File: src/rtl/piso_stream_if.sv
// Word-side handshake and serial-side outputs of piso_stream, bundled as one port.
// The slave modport is the serializer; the master modport is the word producer / link consumer.
interface piso_stream_if #(
  parameter int WIDTH = 16
);
  logic [WIDTH-1:0] in_data;
  logic             in_valid;
  logic             in_ready;
  logic             out;
  logic             out_valid;
  logic             word_done;

  modport slave (
    input  in_data,
    input  in_valid,
    output in_ready,
    output out,
    output out_valid,
    output word_done
  );

  modport master (
    output in_data,
    output in_valid,
    input  in_ready,
    input  out,
    input  out_valid,
    input  word_done
  );
endinterface

File: src/rtl/piso_stream.sv
// Parallel-in/serial-out serializer with a one-word holding register so that
// back-to-back words leave the serial link with no idle cycle between them.
module piso_stream #(
  parameter int WIDTH     = 16,
  parameter bit MSB_FIRST = 1'b0
) (
  input logic           clk,
  input logic           rst,
  piso_stream_if.slave  bus
);

  // Handshake: a word transfers on a rising edge where in_valid and in_ready are
  // both high; in_ready depends only on the holding register, never on in_valid.

  localparam int CW = (WIDTH > 1) ? $clog2(WIDTH) : 1;
  localparam logic [CW-1:0] CNT_LAST = CW'(WIDTH - 1);

  logic [WIDTH-1:0] sr_q, sr_d;
  logic [WIDTH-1:0] hold_q, hold_d;
  logic [CW-1:0]    cnt_q, cnt_d;
  logic             hold_valid_q, hold_valid_d;
  logic             ready_q, ready_d;
  logic             out_q, out_d;
  logic             out_valid_q, out_valid_d;
  logic             word_done_q, word_done_d;

  logic             accept;
  logic             last;
  logic             load_slot;
  logic             load_en;
  logic [WIDTH-1:0] load_word;

  always_comb begin
    accept       = bus.in_valid && ready_q;
    last         = out_valid_q && (cnt_q == CNT_LAST);
    load_slot    = !out_valid_q || last;

    sr_d         = sr_q;
    hold_d       = hold_q;
    cnt_d        = cnt_q;
    hold_valid_d = hold_valid_q;
    out_d        = out_q;
    out_valid_d  = out_valid_q;
    load_en      = 1'b0;
    load_word    = hold_q;

    // A held word always wins the load slot; in_ready is low whenever it exists.
    if (load_slot && hold_valid_q) begin
      load_en      = 1'b1;
      load_word    = hold_q;
      hold_valid_d = 1'b0;
    end else if (load_slot && accept) begin
      load_en      = 1'b1;
      load_word    = bus.in_data;
    end else if (accept) begin
      hold_d       = bus.in_data;
      hold_valid_d = 1'b1;
    end

    if (load_en) begin
      out_d       = MSB_FIRST ? load_word[WIDTH-1] : load_word[0];
      sr_d        = MSB_FIRST ? (load_word << 1) : (load_word >> 1);
      cnt_d       = '0;
      out_valid_d = 1'b1;
    end else if (out_valid_q && !last) begin
      out_d       = MSB_FIRST ? sr_q[WIDTH-1] : sr_q[0];
      sr_d        = MSB_FIRST ? (sr_q << 1) : (sr_q >> 1);
      cnt_d       = cnt_q + CW'(1);
    end else if (last) begin
      out_valid_d = 1'b0;
      out_d       = 1'b0;
    end

    word_done_d = out_valid_d && (cnt_d == CNT_LAST);
    ready_d     = !hold_valid_d;
  end

  always_ff @(posedge clk or posedge rst) begin
    if (rst) begin
      sr_q         <= '0;
      hold_q       <= '0;
      cnt_q        <= '0;
      hold_valid_q <= 1'b0;
      ready_q      <= 1'b1;
      out_q        <= 1'b0;
      out_valid_q  <= 1'b0;
      word_done_q  <= 1'b0;
    end else begin
      sr_q         <= sr_d;
      hold_q       <= hold_d;
      cnt_q        <= cnt_d;
      hold_valid_q <= hold_valid_d;
      ready_q      <= ready_d;
      out_q        <= out_d;
      out_valid_q  <= out_valid_d;
      word_done_q  <= word_done_d;
    end
  end

  assign bus.in_ready  = ready_q;
  assign bus.out       = out_q;
  assign bus.out_valid = out_valid_q;
  assign bus.word_done = word_done_q;

endmodule

File: src/flat_wrapper.sv
// flat-port wrapper written by rule: the top's interface ports become plain ports
module piso_stream_flat 
#(
  parameter int WIDTH     = 16,
  parameter bit MSB_FIRST = 1'b0
)
  (clk, rst, bus_in_data, bus_in_valid, bus_in_ready, bus_out, bus_out_valid, bus_word_done);
  piso_stream_if #(.WIDTH(WIDTH)) bus_i ();
  input logic clk;
  input logic rst;
  input wire logic [$bits(bus_i.in_data)-1:0] bus_in_data;
  input wire logic [$bits(bus_i.in_valid)-1:0] bus_in_valid;
  output wire logic [$bits(bus_i.in_ready)-1:0] bus_in_ready;
  output wire logic [$bits(bus_i.out)-1:0] bus_out;
  output wire logic [$bits(bus_i.out_valid)-1:0] bus_out_valid;
  output wire logic [$bits(bus_i.word_done)-1:0] bus_word_done;
  assign bus_i.in_data = bus_in_data;
  assign bus_i.in_valid = bus_in_valid;
  assign bus_in_ready = bus_i.in_ready;
  assign bus_out = bus_i.out;
  assign bus_out_valid = bus_i.out_valid;
  assign bus_word_done = bus_i.word_done;
  piso_stream #(.WIDTH(WIDTH), .MSB_FIRST(MSB_FIRST)) u_core (.clk(clk), .rst(rst), .bus(bus_i));
endmodule
File: config.mk
export PLATFORM = sky130hd
export DESIGN_NAME = piso_stream_flat
export DESIGN_NICKNAME = d
export VERILOG_FILES = /design/src/rtl/piso_stream_if.sv /design/src/rtl/piso_stream.sv /design/src/flat_wrapper.sv
export SDC_FILE = /design/constraint.sdc
export NUM_CORES = 1
export LEC_CHECK = 0
export CAP_MARGIN = 25
export CORE_ASPECT_RATIO = 1.25
export CORE_MARGIN = 2
export CORE_UTILIZATION = 55
export DETAILED_ROUTE_END_ITERATION = 16
export PLACE_DENSITY_LB_ADDON = 0.1
export SYNTH_ARGS = -nofsm -noshare
export SYNTH_HDL_FRONTEND = slang
export SYNTH_SLANG_ARGS = --single-unit
export TNS_END_PERCENT = 30
File: constraint.sdc
create_clock -name clk -period 1.75 [get_ports clk]
set_input_delay 0.175 -clock clk [delete_from_list [all_inputs] [get_ports clk]]
set_output_delay 0.175 -clock clk [all_outputs]
set_load 0.005 [all_outputs]
==> impl_metrics.json, run 1 <==
{
  "final_common_cell": "dfrtp_1",
  "crit_required_ns": 1.57,
  "clkTransAtPathRegs_ns": 0.07,
  "path_buf_inv": 2,
  "drt-pass1-iter-count": 4,
  "cts_buffers": 5,
  "overflow": 0,
  "cp_slowest_stage_delay_ns": 0.55,
  "worst_pin_slew_ns": 0.399,
  "die_x_um": 58.2,
  "post_cts_buffers": 0,
  "routabilityCongestion": 0.833,
  "holdWs_ns": 0.243,
  "finalNetCount": 227,
  "cp.arrival_ns": 1.52,
  "grt_first_pass_wirelength_um": 7780,
  "rsz0062_at_grt": "false",
  "drive_above_1_share_pct": 21.2,
  "antenna_found_initial": 0,
  "placed_area_sq_mm": 0.00233,
  "ys_async_sr_fraction_pct": 100,
  "drt_wl_total_um": 4470,
  "design.core.area_sq_mm": 0.00351,
  "syn_to_final_growth_pct": 21.9,
  "antennaDiodeCount": 0,
  "finalSetupTns_ns": 0,
  "crit_fanout": 18,
  "max_clock_freq_mhz": 590,
  "fp.dieArea_sq_mm": 0.00417,
  "synth-seq-area-share_pct": 49.7,
  "dp_slack_ns": 0.115,
  "cts-root-buf": "clkbuf_8",
  "grt_max_degree": 41,
  "crit_family": "buffers and inverters",
  "port_buffers": 22,
  "synth_nets": 200,
  "final_cell_area_sq_mm": 0.00246,
  "vdd_drop_max_v": 0.00117,
  "ios": 23,
  "drv_cap": 0,
  "synthesis.area_sq_mm": 0.00202,
  "finalCritPeriodShare_pct": 96.8,
  "clk_latency_ns": 0.29,
  "p_per_area_mw_per_mm2": 1660,
  "grt_usage_pct": 24.6,
  "die_h_um": 71.7,
  "drv_slew": 0,
  "dpl.hpwl_um": 3030,
  "drt-vias-per-instance": 6.23,
  "hold_violations": 0,
  "fin_util_pct": 70.0,
  "final_cell_mix": "39 x dfrtp_1, 22 x clkdlybuf4s50_1, 18 x nand3_1, 16 x nor2b_1",
  "ys_warn_count": 0,
  "yosysUniqueCellTypes": 34,
  "worst_slack_ns": 0.0558,
  "cts.path.max_buffers": 2,
  "hp-class": "input port to async pin",
  "leakage_nw": 1.13,
  "fp-row-count": 24,
  "crit_path_end_kind": "primary output",
  "tritoncts": "yes",
  "setup_violations": 0,
  "startpoint_type": "flop",
  "grt_pass1_vias": 1669,
  "cts.sinks": 40,
  "ant_nets": 0,
  "finClkSkew_ns": 0.00442,
  "h-tree-depth": 2,
  "status": "finished, final reports clean",
  "cp_cell_sequence": "buf_6 > clkdlybuf4s50_1",
  "slew_headroom_pct": 73.4,
  "avgSynthCellArea_sq_um": 11.2,
  "synthCells": 180,
  "start_util_pct": 57.4,
  "synthFlopType": "dfrtp_1",
  "drt_iter0_markers": 83,
  "critPathKind": "flop to primary output",
  "drc_errors": 0,
  "wl_per_cell_um": 18.1,
  "dr_total_vias": 1539,
  "synth_edf_count": 0,
  "min_period_ns": 1.69,
  "cpMaxStageDelayCell": "dfstp_2",
  "yosys_register_bits": 40
}
worst register-to-register path, cell delays in order, from the launching register on:
cell and delay, ns:
dfrtp_1 0.44, ha_1 0.28, nand3_4 0.10, nand3_4 0.27, mux2_4 0.40
report_power, final:
group / total (W) / switching, W / internal, W
Sequential: 0.00167 / 0.000327 / 0.00134
Clock: 0.000815 / 0.000312 / 0.000503
Combinational: 0.00160 / 0.000733 / 0.000868
metal layers:
| metal | vias to the layer above | global-route usage, % | routed length [um] | share of wire (%) |
|---|---|---|---|---|
| li1 | 715 | - | - | - |
| met1 | 781 | 30.5 | 1910 | 43 |
| met2 | 37 | 41.0 | 2320 | 52 |
| met3 | 6 | 6.86 | 177 | 4.0 |
| met4 | 0 | 8.53 | 61 | 1.4 |
| met5 | - | 0 | 0 | 0 |
state kept, by name, summed over array words and instances, names as in the netlist:
register,cells
u_core.bus.out,1
u_core.hold_valid_q,1
u_core.cnt_q,4
u_core.bus.in_ready,1
u_core.bus.word_done,1
u_core.sr_q,15
u_core.bus.out_valid,1
u_core.hold_q,16
final timing paths:
kind,endpoint,depth (start not counted),slack (ns),from
setup reg to reg,u_core.hold_q[12],4,0.15,u_core.cnt_q[0]
min in group clk,u_core.sr_q[7],2,0.51,u_core.sr_q[8]
max in group asynchronous,u_core.bus.in_ready,3,1.25,rst
hold reg to reg,u_core.sr_q[7],2,0.51,u_core.sr_q[8]
setup / recovery,bus_in_ready,2,0.06,u_core.bus.in_ready
hold / removal,u_core.hold_q[2],3,0.24,rst
cell usage after synthesis, drive strengths merged, types with 2 or more instances:
master | instances | share of area [%]
clkbuf | 7 | 1.3
o211ai | 2 | 0.74
nor2 | 2 | 0.74
nand2 | 4 | 0.74
dfrtp | 39 | 48
a21oi | 4 | 0.99
buf | 7 | 2.3
o21ai | 4 | 1.2
a211oi | 15 | 5.6
nor3 | 2 | 0.50
mux2 | 16 | 11
and3 | 16 | 5.0
nand3 | 20 | 6.2
inv | 3 | 0.56
nor2b | 16 | 5.0
o31ai | 14 | 5.2
cell families after synthesis:
logic type      share of synthesized area (%)
flops                                    49.7
fa+ha+maj                               0.620
compound gates                           14.6
xor+xnor                                0.434
simple gates                             19.2
buf+inv                                  4.16
mux                                      11.3
per-stage QoR:
stage                     cells  power, W
after CTS                   247   0.00410
after global routing        247   0.00436
final                       247   0.00408
after floorplan             180   0.00277
after global placement      239   0.00316
after detailed placement    239   0.00326
cell type report:
type                            instances  area (sq um)
Inverter                                3          11.3
Multi-Input combinational cell        123           931
Fill cell                             266          1050
Clock inverter                          1          30.0
Timing Repair Buffer                   34           339
Tap cell                               39          48.8
Sequential cell                        40          1000
Clock buffer                            7          96.3
timing repair:
item | 4_1_cts | 5_1_grt
gates resized for setup | 0 | 1
setup endpoints to repair | 0 | 1
hold buffers | 0 | 0
Power figures use the tool's default switching activity.
==> inputs of run 2 (changes only) <==
CELL_PAD_IN_SITES_DETAIL_PLACEMENT = 1   (was not set)
CELL_PAD_IN_SITES_GLOBAL_PLACEMENT = 2   (was not set)
CORE_UTILIZATION = 37   (was 55)
==> run 2 against run 1 <==
Against the previous run: clock power grew 2.5%; global-route usage shrank 6.2 points; critical path depth is the same; register-to-register slack is essentially flat; setup slack gained 0.025 ns; routed wire length grew 11%; sequential power is essentially flat; flip-flop and latch count is the same; design area grew 2.8%; core utilization shrank 23 points; via count grew 1.1%; sequential share of layout area shrank 1.1 points; largest cell class unchanged; largest power group unchanged; highest routed layer unchanged.
==> impl_metrics.json, run 2 (same netlist as run 1, synthesis figures left out) <==
{
  "status": "finished, final reports clean",
  "cts_buffers": 5,
  "p_per_area_mw_per_mm2": 1640,
  "crit_required_ns": 1.57,
  "crit_path_end_kind": "primary output",
  "fp.dieArea_sq_mm": 0.00606,
  "antenna_found_initial": 0,
  "h-tree-depth": 2,
  "hold_violations": 0,
  "final_cell_mix": "39 x dfrtp_1, 22 x clkdlybuf4s50_1, 18 x nand3_1, 18 x buf_4, 16 x nor2b_1",
  "drv_slew": 0,
  "finClkSkew_ns": 0.00880,
  "die_h_um": 86.5,
  "instances_no_fill": 279,
  "worst_pin_slew_ns": 0.594,
  "overflow": 0,
  "dp_slack_ns": 0.0700,
  "drt_iter0_markers": 59,
  "tritoncts": "yes",
  "top_regs": "u_core.hold_q: 16 flops, u_core.sr_q: 15 flops, u_core.cnt_q: 4 flops",
  "slew_headroom_pct": 60.4,
  "cp_slowest_stage_delay_ns": 0.54,
  "hp-class": "input port to async pin",
  "ctsHoldBuffers": 0,
  "syn_to_final_growth_pct": 25.4,
  "die_x_um": 70.0,
  "grt_usage_pct": 18.4,
  "setup_violations": 0,
  "cts.path.max_buffers": 2,
  "grt_pass1_vias": 1679,
  "seq_area_sq_mm": 0.00100,
  "finalNetCount": 234,
  "crit_fanout": 10,
  "grt_first_pass_wirelength_um": 8680,
  "drv_cap": 0,
  "finalCritPeriodShare_pct": 95.4,
  "ant_nets": 0,
  "holdWs_ns": 0.238,
  "dr_total_vias": 1556,
  "cp_cell_sequence": "buf_4 > clkdlybuf4s50_1",
  "antennaDiodeCount": 0,
  "clk_latency_ns": 0.29,
  "rsz0062_at_grt": "false",
  "multi_input_area_sq_um": 933,
  "ios": 23,
  "drc_errors": 0,
  "drt_wl_total_um": 4970,
  "routabilityCongestion": 0.721,
  "clkTransAtPathRegs_ns": 0.08,
  "wl_per_cell_um": 17.8,
  "cpMaxStageDelayCell": "dfstp_2",
  "fp-row-count": 30,
  "drive_above_1_share_pct": 24.2,
  "largest_reg_flops": 16,
  "dpl.hpwl_um": 3420,
  "num-fill-cells": 594,
  "drt-pass1-iter-count": 4,
  "vdd_drop_max_v": 0.000596,
  "drt-vias-per-instance": 5.58,
  "critPathKind": "flop to primary output",
  "final_common_cell": "dfrtp_1",
  "cts.sinks": 40,
  "design.core.area_sq_mm": 0.00533,
  "dp.cells": 271,
  "postCtsResizedCells": 0,
  "port_buffers": 22,
  "start_util_pct": 37.8,
  "post_cts_buffers": 0,
  "cp.arrival_ns": 1.49,
  "finalSetupTns_ns": 0,
  "grt_max_degree": 41,
  "cts-root-buf": "clkbuf_8",
  "worst_slack_ns": 0.0805,
  "regMostFlops": "u_core.hold_q",
  "leakage_nw": 1.15,
  "startpoint_type": "flop",
  "max_clock_freq_mhz": 599,
  "min_period_ns": 1.67
}
[run 2: cell count changes in the layout (fill, tap and decap cells not counted), sizes merged]
cell,change
buf,+7
[run 2: cell type report]
type / instances / area share, %
Inverter: 3 / 0.445
Clock buffer: 7 / 3.81
Multi-Input combinational cell: 123 / 36.9
Sequential cell: 40 / 39.6
Tap cell: 64 / 3.17
Timing Repair Buffer: 41 / 14.8
Clock inverter: 1 / 1.19
[run 2: power breakdown]
group | internal (W) | switching, W | total [W]
combinational | 0.000905 | 0.000740 | 0.00164
sequential | 0.00134 | 0.000323 | 0.00166
clock | 0.000504 | 0.000332 | 0.000835
total | 0.00275 | 0.00139 | 0.00414
[run 2: layer usage]
layer  part of all wire [%]  vias up  global-route usage [%]
met4                    1.3        0                    5.77
met2                     48       22                    31.5
li1                       -      734                       -
met5                      0        -                       0
met3                    3.0        5                    3.72
met1                     48      795                    23.6
[run 2: metrics by stage]
| stage | cell area (sq um) | utilization, % | power (W) |
|---|---|---|---|
| global placement | 2400 | 45.0 | 0.00326 |
| floorplan | 2020 | - | 0.00277 |
| detailed placement | 2400 | 45.0 | 0.00333 |
| CTS | 2530 | 47.4 | 0.00419 |
| global route | 2530 | 47.4 | 0.00449 |
| finish | 2530 | 47.4 | 0.00414 |
[run 2: worst paths after layout]
kind                                     startpoint             endpoint  slack (ns)  cells after the start
worst max-delay path            u_core.bus.in_ready         bus_in_ready        0.08                      2
worst min-delay path                            rst    u_core.hold_q[12]        0.24                      3
worst max register to register      u_core.cnt_q[1]       u_core.bus.out        0.15                      5
worst min register to register     u_core.hold_q[8]     u_core.hold_q[8]        0.51                      1
max in group asynchronous                       rst  u_core.bus.in_ready        1.24                      3
min in group clk                     bus_in_data[4]     u_core.hold_q[4]        0.51                      2
[run 2: critical path, delay by kind of cell, from the launching register on]
kind	cells	cell delay (ns)
buffers and inverters	2	0.67
flip-flops	1	0.54
